**src/rtl/seq_multiplier.sv**
```systemverilog
// Sequential 32x32 unsigned shift-add multiplier with valid/ready handshakes.
// One partial-product addition per BUSY cycle; fixed 33-edge latency from accept to result.

module add32 (
    input  logic [31:0] a,
    input  logic [31:0] b,
    input  logic        cin,
    output logic [31:0] sum,
    output logic        cout
);
    assign {cout, sum} = {1'b0, a} + {1'b0, b} + {32'd0, cin};
endmodule

// state | meaning
// IDLE  | waiting for operands, in_ready high
// BUSY  | 32 shift-add iterations in progress
// DONE  | product valid, waiting for out_ready
module seq_multiplier (
    input  logic        clk,
    input  logic        rst_n,
    input  logic [31:0] a,
    input  logic [31:0] b,
    input  logic        in_valid,
    output logic        in_ready,
    output logic [63:0] result,
    output logic        out_valid,
    input  logic        out_ready,
    output logic        busy
);
    localparam logic [1:0] ST_IDLE = 2'd0;
    localparam logic [1:0] ST_BUSY = 2'd1;
    localparam logic [1:0] ST_DONE = 2'd2;

    logic [1:0]  state;
    logic [31:0] mcand;
    logic [31:0] hi;
    logic [31:0] lo;
    logic [4:0]  count;
    logic [31:0] sum;
    logic        cy;
    logic [32:0] partial;

    add32 u_add (
        .a    (hi),
        .b    (mcand),
        .cin  (1'b0),
        .sum  (sum),
        .cout (cy)
    );

    // The carry becomes hi[31] after the shift, so the 64-bit product never overflows.
    assign partial = lo[0] ? {cy, sum} : {1'b0, hi};

    assign in_ready  = (state == ST_IDLE);
    assign busy      = (state == ST_BUSY);
    assign out_valid = (state == ST_DONE);
    assign result    = {hi, lo};

    always_ff @(posedge clk or negedge rst_n) begin
        if (!rst_n) begin
            state <= ST_IDLE;
            mcand <= 32'd0;
            hi    <= 32'd0;
            lo    <= 32'd0;
            count <= 5'd0;
        end else begin
            case (state)
                ST_IDLE: begin
                    if (in_valid) begin
                        mcand <= a;
                        hi    <= 32'd0;
                        lo    <= b;
                        count <= 5'd0;
                        state <= ST_BUSY;
                    end
                end
                ST_BUSY: begin
                    {hi, lo} <= {partial, lo[31:1]};
                    count    <= count + 5'd1;
                    if (count == 5'd31) begin
                        state <= ST_DONE;
                    end
                end
                ST_DONE: begin
                    if (out_ready) begin
                        state <= ST_IDLE;
                    end
                end
                default: state <= ST_IDLE;
            endcase
        end
    end
endmodule

```
**config.mk**
```make
export PLATFORM = sky130hd
export DESIGN_NAME = seq_multiplier
export DESIGN_NICKNAME = d
export VERILOG_FILES = /design/src/rtl/seq_multiplier.sv
export SDC_FILE = /design/constraint.sdc
export NUM_CORES = 1
export LEC_CHECK = 0
export ABC_AREA = 1
export BUFFER_PORTS_ARGS = -buffer_cell sky130_fd_sc_hd__buf_2
export CAP_MARGIN = 20
export CORE_MARGIN = 2
export CORE_UTILIZATION = 61
export DETAILED_ROUTE_END_ITERATION = 12
export PLACE_DENSITY = 0.87
export SYNTH_ARGS = -nofsm -noshare
export SYNTH_HDL_FRONTEND = slang
export SYNTH_HIERARCHICAL = 1
export SYNTH_SLANG_ARGS = --single-unit
```
**constraint.sdc**
```tcl
create_clock -name clk -period 6.45 [get_ports clk]
set_input_delay 0.645 -clock clk [delete_from_list [all_inputs] [get_ports clk]]
set_output_delay 0.645 -clock clk [all_outputs]
set_load 0.02 [all_outputs]
```
==> flow_summary.json <==
{
  "maxCapViolCount": 0,
  "cts_tree": "done",
  "synth_fp_nets": 1182,
  "period_minus_slack_ps": 3040,
  "setup_viol": 0,
  "crit_type": "flop to flop",
  "yosys_register_bits": 103,
  "antenna_cells": 0,
  "start_util_pct": 62.2,
  "cp.arrival_ps": 3290,
  "vdd_drop_max_mv": 0.473,
  "hold_class": "input port to asynchronous set/reset pin",
  "vias_per_cell": 5.12,
  "drt_wl_total_mm": 17.9,
  "die_h_um": 112,
  "grt_antenna_before_repair": 0,
  "final_cells": 1342,
  "gp_congestion": 0.992,
  "grt_first_pass_wirelength_mm": 30.5,
  "clk_pin_slew_ps": 70,
  "grt_start_max_net_pins": 65,
  "worstPathMaxFanout": 43,
  "first_global_vias": 6511,
  "drt_iter0_markers": 554,
  "grt_overflow": 0,
  "whs_ps": 258,
  "crit_required_ps": 6700,
  "synth.distinct_cells": 33,
  "area_delta_synth_final_pct": 13.3,
  "ant_nets": 0,
  "route.detailed.drc": 0,
  "htreeDepth": 3,
  "power.density_nw_per_um2": 634,
  "row_count": 39,
  "track_usage_pct": 29.8,
  "synthFlopType": "dfrtp_1",
  "final_nets": 1299,
  "final-seq-area_um2": 2580,
  "crit_slowest_cell": "nand2_2",
  "num_vias": 6876,
  "critPathMaxStageDelay_ps": 840,
  "die_w_um": 112,
  "slew_headroom_pct": 30.7,
  "outcome": "finished clean",
  "wl_per_cell_um": 13.3,
  "ys.warnings.count": 6,
  "cts_buffers": 9,
  "cts_root_buffer": "clkbuf_16",
  "postCtsSetupRepairBufs": 0,
  "setup.worst_path.start_class": "flop",
  "fin_area_um2": 8010,
  "drive_above_1_share_pct": 14.1,
  "place_area_um2": 7740,
  "rsz0062_at_grt": "false",
  "cts.sinks": 103,
  "ys_seq_area_share_pct": 36.4,
  "async_reset_ff_share_pct": 100,
  "io_pins": 135,
  "cts_hold_buf": 0,
  "dieArea_um2": 12500,
  "clock_skew_ps": 14.0,
  "dp_hpwl_mm": 13.0,
  "dp_cells": 1327,
  "synth_area_um2": 7070,
  "worst_pin_slew_ps": 1040,
  "tns_ps": 0,
  "p_leak_nw": 4.88,
  "multi_input_area_um2": 3650,
  "core-area_um2": 11400,
  "path_cells": "nor2_2, nand2_2, nand2_2, buf_4, inv_2, nand2_1, nand2_1",
  "finalCritPeriodShare_pct": 47.1,
  "path_buf_inv": 2,
  "dr.pass1.iters": 6,
  "slew_viol_final": 0,
  "hold_viol": 0,
  "syn_avg_cell_area_um2": 6.56,
  "fmax_mhz": 329,
  "clockBufferDepth": 2,
  "port_buffers": 134,
  "num-fill-cells": 1015,
  "syn-instance-count": 1079,
  "clk_latency_ps": 360,
  "crit_family": "simple AND/OR/NAND/NOR gates",
  "cp-end-kind": "flop",
  "post_cts_resized": 0,
  "synth-edff-count": 0
}
==> power breakdown <==
| group | leakage (nW) | total [mW] | switching, mW | internal [mW] |
|---|---|---|---|---|
| Clock | 0.121 | 0.513 | 0.253 | 0.260 |
| Sequential | 1.27 | 1.21 | 0.237 | 0.969 |
| Combinational | 3.49 | 3.36 | 2.23 | 1.13 |
==> synth_stat cells, drive strengths merged, types with 2 or more instances <==
library cell  instances  area share, %
o211ai               30            3.2
nand2               511             27
nand3                31            2.3
xor2                 14            1.7
inv                 170            9.0
buf                  23            2.5
dfrtp               103             36
ha                   33            5.8
nor3                  5           0.35
nand4                 4           0.35
fa                    2           0.57
o21ai                66            4.7
clkbuf                9           0.48
nor2                 46            2.7
a21oi                23            1.6
==> kinds of logic after synthesis <==
family          count (synthesis)  synth area share (%)
simple gates                  600                  33.4
xor+xnor                       15                  1.86
compound gates                123                  9.89
flops                         103                  36.4
fa+ha+maj                      35                  6.40
buf+inv                       202                  12.0
other cells                     1                0.0530
==> cells in the final DEF, fill, tap and decap left out, drive strengths merged, types with 5 or more instances in the layout <==
cell    netlist  final
nand2       511    511
inv         170    171
buf          23    138
dfrtp       103    103
o21ai        66     66
nor2         46     46
ha           33     33
nand3        31     31
o211ai       30     30
a21oi        23     23
xor2         14     14
clkbuf        9     10
nor3          5      5
==> through the flow <==
step | utilization (%) | power, mW | setup slack, ps
final | 70.5 | 5.08 | 3410
after global routing | 70.5 | 5.61 | 3100
after CTS | 70.4 | 5.05 | 3390
after detailed placement | 68.1 | 4.52 | 3270
after global placement | 68.1 | 4.45 | 3380
after floorplan | - | 3.72 | 4040
==> sequential cells by signal (all words and copies together) (netlist names) <==
name / flops
state: 2
count: 5
hi: 32
mcand: 32
lo: 32
==> worst register-to-register path, delay by kind of cell, from the launching register on <==
kind                   cells  cell delay [ps]
AND/OR/NAND/NOR            5             1640
flip-flops                 1              440
buffers and inverters      2              850
==> worst paths after layout <==
kind	depth (start not counted)	endpoint	slack, ps	startpoint
max	7	count[4]	3410	state[0]
min	1	mcand[8]	260	rst_n
max reg2reg	7	count[4]	3410	state[0]
min reg2reg	2	mcand[17]	490	mcand[17]
max in group asynchronous	2	mcand[24]	5030	rst_n
min in group clk	2	state[1]	470	out_ready
==> final cells by class <==
type	instances	area share, %
timing repair buffer	138	8.87
multi-input combinational	774	45.5
sequential	103	32.2
clock buffer	10	2.86
tap	143	2.23
inverter	170	7.96
clock inverter	4	0.406
==> routing by layer <==
layer / part of all wire [%] / up-vias / GRT usage, %
li1: - / 3534 / -
met1: 46 / 3144 / 41.3
met2: 47 / 175 / 48.4
met3: 5.2 / 23 / 6.10
met4: 1.6 / 0 / 7.41
met5: 0 / - / 0
No activity file was read; power rests on OpenSTA's default activity.
